File: src/rtl/inst_dispatcher.sv
// Instruction dispatcher: 4-entry FIFO feeding a controller via a start/waiting handshake.
// Latency: push at edge k into an empty FIFO pops at k+1; ctrl_start is high between k+1 and k+2.
// Backpressure: in_ready = (fifo_count < 4) regardless of a same-cycle pop; a rejected push must be held by the producer.
//
// Ports:
//   clk, rst                 clock (rising edge), asynchronous active-high reset
//   in_valid/in_instr/in_ready  producer push interface
//   ctrl_waiting             controller idle flag; ctrl_start one-cycle issue pulse
//   ctrl_instr, opcode, ALU_op, shift_op  held copy of the issued instruction and its fields
//   fifo_count, issued_count, ack_err, idle  status

// Small synchronous FIFO with power-of-two depth. Storage is not reset;
// pointers and count are. push_rdy depends only on the current count.
module dispatch_fifo #(
  parameter int W  = 16,
  parameter int AW = 2
) (
  input  logic          clk,
  input  logic          rst,
  input  logic          push_vld,
  input  logic [W-1:0]  push_dat,
  output logic          push_rdy,
  input  logic          pop_vld,
  output logic [W-1:0]  pop_dat,
  output logic [AW:0]   count
);
  localparam logic [AW:0] DEPTH = (AW+1)'(1 << AW);

  logic [W-1:0]  mem [1 << AW];
  logic [AW-1:0] wr_ptr;
  logic [AW-1:0] rd_ptr;
  logic          push_fire;
  logic          pop_fire;

  assign push_rdy  = (count < DEPTH);
  assign push_fire = push_vld && push_rdy;
  assign pop_fire  = pop_vld && (count != '0);
  assign pop_dat   = mem[rd_ptr];

  always_ff @(posedge clk) begin
    if (push_fire) mem[wr_ptr] <= push_dat;
  end

  always_ff @(posedge clk or posedge rst) begin
    if (rst) begin
      wr_ptr <= '0;
      rd_ptr <= '0;
      count  <= '0;
    end else begin
      if (push_fire) wr_ptr <= wr_ptr + 1'b1;
      if (pop_fire)  rd_ptr <= rd_ptr + 1'b1;
      if (push_fire && !pop_fire)      count <= count + 1'b1;
      else if (pop_fire && !push_fire) count <= count - 1'b1;
    end
  end
endmodule

module inst_dispatcher (
  input  logic        clk,
  input  logic        rst,
  input  logic        in_valid,
  input  logic [15:0] in_instr,
  output logic        in_ready,
  input  logic        ctrl_waiting,
  output logic        ctrl_start,
  output logic [15:0] ctrl_instr,
  output logic [2:0]  opcode,
  output logic [1:0]  ALU_op,
  output logic [1:0]  shift_op,
  output logic [2:0]  fifo_count,
  output logic [7:0]  issued_count,
  output logic        ack_err,
  output logic        idle
);
  typedef enum logic [1:0] {IDLE, ISSUE, WAIT_ACK, WAIT_DONE} state_t;

  state_t      state_q, state_d;
  logic [1:0]  ack_cnt_q, ack_cnt_d;
  logic        pop;
  logic        set_err;
  logic        inc_issued;
  logic [15:0] head_dat;

  dispatch_fifo #(.W(16), .AW(2)) u_fifo (
    .clk      (clk),
    .rst      (rst),
    .push_vld (in_valid),
    .push_dat (in_instr),
    .push_rdy (in_ready),
    .pop_vld  (pop),
    .pop_dat  (head_dat),
    .count    (fifo_count)
  );

  always_comb begin
    state_d    = state_q;
    ack_cnt_d  = ack_cnt_q;
    pop        = 1'b0;
    set_err    = 1'b0;
    inc_issued = 1'b0;
    ctrl_start = 1'b0;
    case (state_q)
      IDLE: begin
        if (fifo_count != 3'd0 && ctrl_waiting) begin
          pop     = 1'b1;
          state_d = ISSUE;
        end
      end
      ISSUE: begin
        ctrl_start = 1'b1;
        ack_cnt_d  = 2'd0;
        state_d    = WAIT_ACK;
      end
      WAIT_ACK: begin
        // The controller acknowledges start by dropping waiting; give up
        // once the counter has seen waiting stay high at count 3.
        if (!ctrl_waiting) begin
          state_d = WAIT_DONE;
        end else if (ack_cnt_q == 2'd3) begin
          set_err = 1'b1;
          state_d = IDLE;
        end else begin
          ack_cnt_d = ack_cnt_q + 2'd1;
        end
      end
      WAIT_DONE: begin
        if (ctrl_waiting) begin
          inc_issued = 1'b1;
          state_d    = IDLE;
        end
      end
      default: state_d = IDLE;
    endcase
  end

  always_ff @(posedge clk or posedge rst) begin
    if (rst) begin
      state_q      <= IDLE;
      ack_cnt_q    <= 2'd0;
      ctrl_instr   <= 16'h0000;
      issued_count <= 8'd0;
      ack_err      <= 1'b0;
    end else begin
      state_q   <= state_d;
      ack_cnt_q <= ack_cnt_d;
      if (pop)        ctrl_instr   <= head_dat;
      if (inc_issued) issued_count <= issued_count + 8'd1;
      if (set_err)    ack_err      <= 1'b1;
    end
  end

  assign opcode   = ctrl_instr[15:13];
  assign ALU_op   = ctrl_instr[12:11];
  assign shift_op = ctrl_instr[4:3];
  assign idle     = (state_q == IDLE) && (fifo_count == 3'd0) && ctrl_waiting;
endmodule
File: config.mk
export PLATFORM = sky130hd
export DESIGN_NAME = inst_dispatcher
export DESIGN_NICKNAME = d
export VERILOG_FILES = /design/src/rtl/inst_dispatcher.sv
export SDC_FILE = /design/constraint.sdc
export NUM_CORES = 1
export LEC_CHECK = 0
export ABC_AREA = 1
export CAP_MARGIN = 20
export CORE_MARGIN = 2
export CORE_UTILIZATION = 40
export DETAILED_ROUTE_END_ITERATION = 7
export GPL_TIMING_DRIVEN = 1
export SETUP_SLACK_MARGIN = 0.05
export SYNTH_ARGS = -nofsm -noshare
export SYNTH_HDL_FRONTEND = slang
export SYNTH_SLANG_ARGS = --single-unit
File: constraint.sdc
create_clock -name clk -period 2.1 [get_ports clk]
set_clock_uncertainty 0.05 [all_clocks]
set_input_delay 0.315 -clock clk [delete_from_list [all_inputs] [get_ports clk]]
set_output_delay 0.315 -clock clk [all_outputs]
set_load 0.02 [all_outputs]
* Yosys cells after proc, flatten, opt, wreduce, memory -nomap -nowiden
Memory sizes are Yosys's and may differ from the RTL's. A register that Yosys moved wholly into a read port is not among the register bits.
Index checks and enable logic that the tools add are counted.
** Operators by class
- Add/sub/neg operators :: 6
- $mul :: 0
- Div/mod/pow operators :: 0
- Order comparisons :: 1
- Equal/unequal tests :: 9
- Shifts and indexed selects :: 0
- Multiplexer cells :: 20
- Bitwise gates (word level) :: 0
- Reduce and logical (&&, ||, !) cells :: 16
** Operators with widths (count)
- $mux 2 :: 6
- $mux 1 :: 10
- $add 8x1->8 const B :: 1
- $ne 2x2->1 const B :: 4
- $pmux 2 s4 :: 1
- $logic_and 1x1->1 :: 7
- $add 2x1->2 const B :: 3
- $eq 2x2->1 const B :: 3
- $mux 3 :: 2
- $reduce_and 3->1 :: 2
- $pmux 2 s2 :: 1
- $reduce_bool 2->1 :: 2
- $add 3x1->3 const B :: 1
- $logic_not 3->1 :: 1
- $lt 3x3->1 const B :: 1
- $ne 3x3->1 const B :: 1
- $reduce_bool 3->1 :: 1
- $sub 3x1->3 const B :: 1
- $eq 2x1->1 const B :: 1
- $logic_not 1->1 :: 2
- $logic_not 2->1 :: 1
** Storage, ports and cells
- Bits in registers :: 20
- Bits in latches :: 0
- RAM bits :: 64
- ROM bits :: 0
- Input bits :: 20
- Output and inout port bits :: 38
- Logic and storage cells :: 60
- Memories kept :: 1
** Memory list
- u_fifo.mem :: words 4, bits a word 16, read ports 1, clocked after memory_dff 1, write ports 1, RTL line 29 : logic [W-1:0] mem [1 << AW];

* Longest topological paths before layout
Gate-level depths: netlist of run 1.
- Depth after elaboration :: 8
- Depth in mapped cells :: 11
- Depth with buffers taken out :: 10

* Modules after synthesis
A second synthesis of run 1 with hierarchy kept.
** Second synthesis, totals
- Cells, all modules :: 397
- Area, all modules :: 4449.3 um^2
** By module, submodules not included
- dispatch_fifo :: times used 1, cells an instance 242, area an instance 3108.0 um^2, sequential area each 2097.0 um^2
- inst_dispatcher :: times used 1, cells an instance 155, area an instance 1341.3 um^2, sequential area each 725.7 um^2

* Least setup slack after synthesis of run 1
No wires, ideal clock.
- Path kind :: reg-to-reg
- From :: reg u_fifo.count[2]
- To :: reg u_fifo.count[2]
- Setup time :: 0.080 ns
- Arrival time :: 2.128 ns
- Data required time :: 1.970 ns
- Path slack :: -0.158 ns
- Cell stages (with the launch flop) :: 11
- Path buffers :: 1
- Clock period less this slack :: 2.258 ns
- Path through :: dfrtp_1 > inv_1 > nand2_1 > nand2_4 > buf_6 > ha_1 > inv_1 > fa_1 > or2_2 > nand2_1 > xor2_1
** On the way
- Elaborated cells between the ends (all ways) :: 16
** RTL lines
- start: declaration :: RTL line 25 : output logic [AW:0] count
- start signal: assignment :: RTL line 52 : if (push_fire && !pop_fire) count <= count + 1'b1;
- start signal: assignment :: RTL line 53 : else if (pop_fire && !push_fire) count <= count - 1'b1;
- $lt 3x3->1 * :: RTL line 35 : assign push_rdy = (count < DEPTH);
- named net in_ready :: RTL line 63 : output logic in_ready,
- $logic_and 1x1->1 * :: RTL line 36 : assign push_fire = push_vld && push_rdy;
- $logic_not 1->1 :: RTL line 53
- $logic_and 1x1->1 :: RTL line 53
- $reduce_bool 2->1 (no line)
Mark *: on every way through the listed nets, which the timed path passes. The rest lies on a longest branch. The select of a mux whose other input is x is not followed.
A chain may end at the register's enable or synchronous reset.

* Worst setup path after layout of run 1
- From :: reg state_q[0]
- To :: reg u_fifo.count[1]
** On the way
- Longest elaborated chain between the ends :: 6
- Elaborated cells between the ends (all ways) :: 8
** Ends and longest elaborated chain
- start: declaration :: RTL line 77 : state_t state_q, state_d;
- start signal: assignment :: RTL line 144 : state_q <= state_d;
- $logic_not 2->1 * :: RTL line 102 : case (state_q)
- $mux 1 * :: RTL line 102
- $logic_and 1x1->1 * :: RTL line 37 : assign pop_fire = pop_vld && (count != '0);
- $logic_not 1->1 :: RTL line 52
- $logic_and 1x1->1 :: RTL line 52
- $mux 3 / $reduce_bool 2->1 (equally long branches)
Every way passes the cells marked *; elsewhere a longest branch is shown, timed or not.

==> metrics.txt, run 1 <==
status finished, final reports clean; CTS tree done; initial antenna violation count 0; clock share of power 16.8%; Fmax 521 MHz; cell count along the critical path 8; worst skew pair latency 0.36 ns; most frequent cells after synthesis nand2_1 (123), edfxtp_1 (64), nand3_1 (38); Top Family by Delay on Critical Path adder cells; Max transition margin 63.1%; full die area between 0.01 and 0.015 mm²; Reg clk slew, reported paths roughly 0.10 ns; CTS buffer count 9; hpwl dp 4.89 mm; Placed Instances 559; TritonRoute pass-1 iters 4; Critical Path RT 2.30 ns; Synth area leader edfxtp_1; DRT antenna net count 0; VDD IR-drop max 0.483 mV; Internal roughly 4.2 mW; CTS max path bufs 2; Placer Congestion 0.776; R2R Setup Slk 0.18 ns; Yosys reg bits 100; R2R Path End u_fifo.count[1]$_DFFE_PP0P_; die height 106 µm; Final Util between 50% and 60%; crit path cell chain inv_2, nand2_2, nor2_4, nand2_4, ha_1, inv_1, fa_2, mux2_2; HP Class primary input to asynchronous set/reset pin; Die X roughly 110 µm; global-route wire length before repair roughly 13 mm; ANT cells 0; Sw Ratio 38.6%; vias per cell 4.59; Crit Path Class flip-flop to flip-flop; arrival time worst endpoint 2.12 ns; drt drc 0; Startpoint Class flip-flop; Worst Tran Pin Value 0.552 ns; fin crit share 91.4%; vias in the first global route 2656; Final Max Slew Viols 0; Starting DRT DRC Count 113; Yosys warnings 0; RSZ-0062 raised after global routing false; Post-Synthesis Cell Area 0.00418 mm²; H-tree level count 3; R2R depth 8; Core ar. 0.0102 mm²; Tot Pwr 6.84 mW; P_sw 2.64 mW; Synth Area per Inst 11.2 µm²; Final Setup Violations 0; Worst Setup End Kind flip-flop; sequential share of power 41.8%; vias between 2k and 3k; Yosys top cell area share 46.0%; Cell Pwr Density approximately 1300 mW/mm²; startpoint of the worst register-to-register path state_q[0]$_DFFE_PP0P_; cells after synthesis 372; layout filler cell count 915; Mapped Nets 400; number of synthesized flops with an enable pin 64; fraction of final layout cells sized beyond drive strength 1 11.2%; crit-path max cell delay 0.46 ns; layout net count 462; async set-or-reset flop fraction in the synthesized netlist 36.0%; clock sink total 100; Final Hold Vio Count 0; most common cell in the netlist nand2_1; Overflow after GRT 0; Lkg Pwr 2.12 nW; FP Rows 37; Worst Setup SP state_q[0]$_DFFE_PP0P_; PortBufs 57; Root Buffer clkbuf_8; Top Ports 58; combinational power share 41.4%; Initial Util 40.9%; final hold slack 0.309 ns; min Tclk post-route 1.92 ns; top_reg_cell synth edfxtp_1; max cap viols 0; Synth-to-Final Area Change 22.4%; Netlist cell types 29; DRT Wirelength 7.57 mm; gr usage total 14.7%; Crit Path Max Fanout 6; Post-Layout Cell Count 575; largest net degree at the start of global routing 37; sequential area share after synthesis 67.5%; slowest cell on the critical path dfrtp_1; wire per inst 13.2 µm; CP bufs+invs 2; top cells by area, synth edfxtp_1 (46%), dfrtp_1 (22%), nand2_1 (11%), nand3_1 (4.5%), buf_4 (2.2%)
worst min-delay path, stage by stage:
cell             delay, ns
clkdlybuf4s50_1       0.40
inv_1                 0.05
buf_4                 0.39
registers in the layout, summed over array words and instances, names as in the netlist:
name and cells:
ack_cnt_q 2, u_fifo.count 3, ctrl_instr 16, issued_count 8, u_fifo.rd_ptr 2, u_fifo.wr_ptr 2, state_q 2, u_fifo.mem 64
ack_err 1
per-stage QoR:
step / setup slack, ns / setup TNS [ns] / area [µm²]
after detailed placement: -0.0949 / -0.128 / 4940
after floorplan: 0.0526 / 0 / 4190
after global placement: -0.0741 / -0.0847 / 4940
after global routing: 0.0600 / 0 / 5120
after CTS: 0.139 / 0 / 5120
final: 0.180 / 0 / 5120
repair_timing:
| action | 4_1_cts | 5_1_grt |
|---|---|---|
| resized for setup | 2 | 0 |
| endpoints found under the setup margin | 2 | 0 |
| buffers inserted | 0 | 0 |
| hold buffers | 0 | 0 |
cell usage in the layout, fill, tap and decap left out, drive strengths merged, types with 3 or more instances in the layout:
| cell type | count |
|---|---|
| buf | 14 |
| o21ai | 19 |
| clkdlybuf4s50 | 55 |
| nor2 | 15 |
| inv | 30 |
| xnor2 | 3 |
| xor2 | 5 |
| nand2 | 126 |
| edfxtp | 64 |
| dfrtp | 36 |
| nand3 | 39 |
| nand4 | 4 |
| ha | 7 |
| clkbuf | 10 |
layout make-up:
type | count | area [µm²] | area share, %
clock buffer | 10 | 128 | 2.49
multi-input combinational | 226 | 1120 | 21.8
sequential | 100 | 2830 | 55.2
tap | 136 | 170 | 3.33
inverter | 26 | 100 | 1.96
clock inverter | 6 | 52.6 | 1.03
timing repair buffer | 71 | 723 | 14.1
power groups by stage:
stage	combinational [mW]	clock [mW]	sequential (mW)
floorplan	1.63	0	3.13
global placement	2.84	0	2.89
detailed placement	2.88	0	2.91
CTS	2.88	1.18	2.86
global route	3.17	1.25	2.93
finish	2.83	1.15	2.86
per-layer routing:
metal	share of wire (%)	track usage, %
met5	0	0
met4	0.85	5.55
met3	3.9	3.25
met2	46	22.9
met1	49	20.2
cell families after synthesis:
group	synth area share [%]
mux	0.269
buf+inv	5.86
compound gates	2.78
xor+xnor	1.68
simple gates	19.3
flops	67.5
fa+ha+maj	2.57
worst max path at each step:
| stage | to | slack [ns] |
|---|---|---|
| 3_5_place_dp | u_fifo.count[1]$_DFFE_PP0P_ | -0.09 |
| 5_1_grt | u_fifo.count[2]$_DFFE_PP0P_ | 0.06 |
| 3_3_place_gp | u_fifo.count[1]$_DFFE_PP0P_ | -0.07 |
| 4_1_cts | idle | 0.14 |
| 6_report | u_fifo.count[1]$_DFFE_PP0P_ | 0.18 |
| 2_1_floorplan | u_fifo.count[2]$_DFFE_PP0P_ | 0.05 |
Power figures use the tool's default switching activity.
==> run 2: changes to the inputs <==
--- a/config.mk
+++ b/config.mk
@@ -7,7 +7,7 @@
 export LEC_CHECK = 0
 export ABC_AREA = 1
 export CAP_MARGIN = 20
-export CORE_MARGIN = 2
+export CORE_MARGIN = 5
 export CORE_UTILIZATION = 40
 export DETAILED_ROUTE_END_ITERATION = 7
 export GPL_TIMING_DRIVEN = 1
==> metrics.txt, run 2 (synthesis results as in run 1) <==
post-CTS resize count 1; crit-path max cell delay 0.45 ns; Tot Pwr 6.94 mW; RSZ-0062 raised after global routing false; final instance area about 0.0051 mm²; ANT cells 0; vias between 2k and 3k; vias per cell 4.67; H-tree level count 3; Synth-to-Final Area Change 22.9%; Crit Path Max Fanout 4; Overflow after GRT 0; Critical Path RT roughly 2.3 ns; R2R Path End u_fifo.count[2]$_DFFE_PP0P_; cell count along the critical path 9; HP Class primary input to asynchronous set/reset pin; Initial Util 40.7%; crit path cell chain nor2_1, nand2_2, nand2_4, ha_1, inv_1, fa_2, or2_2, nand2_1, xor2_1; die height 112 µm; Top Registers u_fifo.mem: 64 flops, ctrl_instr: 16 flops, issued_count: 8 flops; CTS max path bufs 2; most common cell after layout, fill and taps aside nand2_1; CTS tree done; Max transition margin 63.0%; largest net degree at the start of global routing 37; Top Ports 58; slowest cell on the critical path dfrtp_2; highest-count cells in the layout ignoring fill and taps nand2_1 (122), edfxtp_1 (64), clkdlybuf4s50_1 (55); max cap viols 0; DRT Wirelength about 8 mm; Final Hold Vio Count 0; drt drc 0; Crit Path Class flip-flop to flip-flop; P_sw 2.64 mW; fin crit share 90.6%; Final Max Slew Viols 0; clock share of power 18.0%; Worst Setup SP u_fifo.count[1]$_DFFE_PP0P_; Worst Setup End Kind flip-flop; vias in the first global route 2579; TritonRoute pass-1 iters 4; combinational power share between 40% and 50%; CP bufs+invs 1; wire per inst 13.6 µm; Largest register FFs 64; initial antenna violation count 0; Final Setup Violations 0; Startpoint Class flip-flop; layout net count 461; status finished, final reports clean; Root Buffer clkbuf_8; VDD IR-drop max 0.629 mV; Top Family by Delay on Critical Path simple AND/OR/NAND/NOR gates; PortBufs 57; CTS buffer count 9; Largest Register u_fifo.mem; hold buffers post-CTS 0; layout filler cell count 919; startpoint of the worst register-to-register path u_fifo.count[1]$_DFFE_PP0P_; Core ar. 0.0103 mm²; FP Rows 37; Die X around 110 µm; Final Util 50.0%; DRT antenna net count 0; Reg clk slew, reported paths 0.10 ns; clock sink total 100; Starting DRT DRC Count 129; Sw Ratio roughly 38%; Post-Layout Cell Count approximately 570; Placed Instances 558; Post-CTS Setup Inserts 0; DP Area ~0.005 mm²; Worst Tran Pin Value 0.555 ns; Cell Pwr Density 1350 mW/mm²; Multi-input gate area 0.00112 mm²; hpwl dp 5.08 mm; Placer Congestion 0.739; Lkg Pwr 2.13 nW; Internal ~4.3 mW; full die area 0.0126 mm²; fraction of final layout cells sized beyond drive strength 1 between 10% and 20%; FF+latch area between 0.002 and 0.003 mm²; global-route wire length before repair 12.9 mm; arrival time worst endpoint approximately 2.1 ns; min Tclk post-route 1.90 ns; Worst Setup EP u_fifo.count[2]$_DFFE_PP0P_; Fmax 526 MHz; R2R Setup Slk 0.20 ns; gr usage total 12.9%; sequential share of power 41.2%; worst skew pair latency 0.35 ns; R2R depth 9
-- run 2: cell types whose count changed in the layout (fill, tap and decap cells not counted), sizes merged --
cell	before	now
buf	14	13
bufinv	0	1
clkinv	0	2
dlymetal6s2s	0	1
inv	30	28
dlygate4sd2	2	0
-- run 2: worst min path at each step --
stage | end | depth (start not counted) | slack, ns | from
after global routing | ctrl_instr[8]$_DFFE_PP0N_ | 3 | 0.34 | rst
after detailed placement | ack_err$_DFFE_PP0P_ | 1 | 0.41 | ack_err$_DFFE_PP0P_
after global placement | ack_err$_DFFE_PP0P_ | 1 | 0.41 | ack_err$_DFFE_PP0P_
after CTS | ctrl_instr[8]$_DFFE_PP0N_ | 3 | 0.32 | rst
final | issued_count[7]$_DFFE_PP0P_ | 3 | 0.31 | rst
after floorplan | u_fifo.mem[0][0]$_DFFE_PP_ | 0 | 0.36 | in_instr[0]
-- run 2: per-stage QoR --
step	TNS, ns	hold WS, ns	setup WS, ns
after floorplan	0	0.364	0.0526
after detailed placement	-0.118	0.413	-0.0905
after global routing	0	0.338	0.0569
after global placement	-0.0877	0.407	-0.0752
after CTS	0	0.325	0.0649
final	0	0.310	0.198
-- run 2: power groups by stage --
stage	logic, mW	clock network (mW)	registers (mW)
detailed placement	2.87	0	2.91
global route	3.14	1.38	2.93
CTS	2.88	1.28	2.86
floorplan	1.63	0	3.13
finish	2.83	1.25	2.86
global placement	2.83	0	2.89
-- run 2: routing by layer --
metal / vias up / global-route usage (%) / wire (µm)
met5: - / 0 / 0
met4: 0 / 3.61 / 76
met3: 6 / 3.99 / 423
met2: 59 / 20.9 / 3660
met1: 1265 / 16.8 / 3660
li1: 1348 / - / -
-- run 2: area by class of cell --
type | count | area share [%]
flip-flops and latches | 100 | 55.0
multi-input cells | 226 | 21.8
repair buffers | 70 | 13.9
well taps | 136 | 3.31
clock buffers | 9 | 2.41
inverters | 26 | 1.95
clock inverters | 7 | 1.63
-- run 2: worst min-delay path, cell delays in order --
cell,delay (ns)
clkdlybuf4s50_1,0.40
inv_1,0.05
buf_4,0.39
==> run 3: changes to the inputs <==
--- a/config.mk
+++ b/config.mk
@@ -10,6 +10,7 @@
 export CORE_MARGIN = 5
 export CORE_UTILIZATION = 40
 export DETAILED_ROUTE_END_ITERATION = 7
+export GPL_ROUTABILITY_DRIVEN = 1
 export GPL_TIMING_DRIVEN = 1
 export SETUP_SLACK_MARGIN = 0.05
 export SYNTH_ARGS = -nofsm -noshare
==> results of run 3 <==
No change in the layout: final DEF, timing and power equal those of run 2.
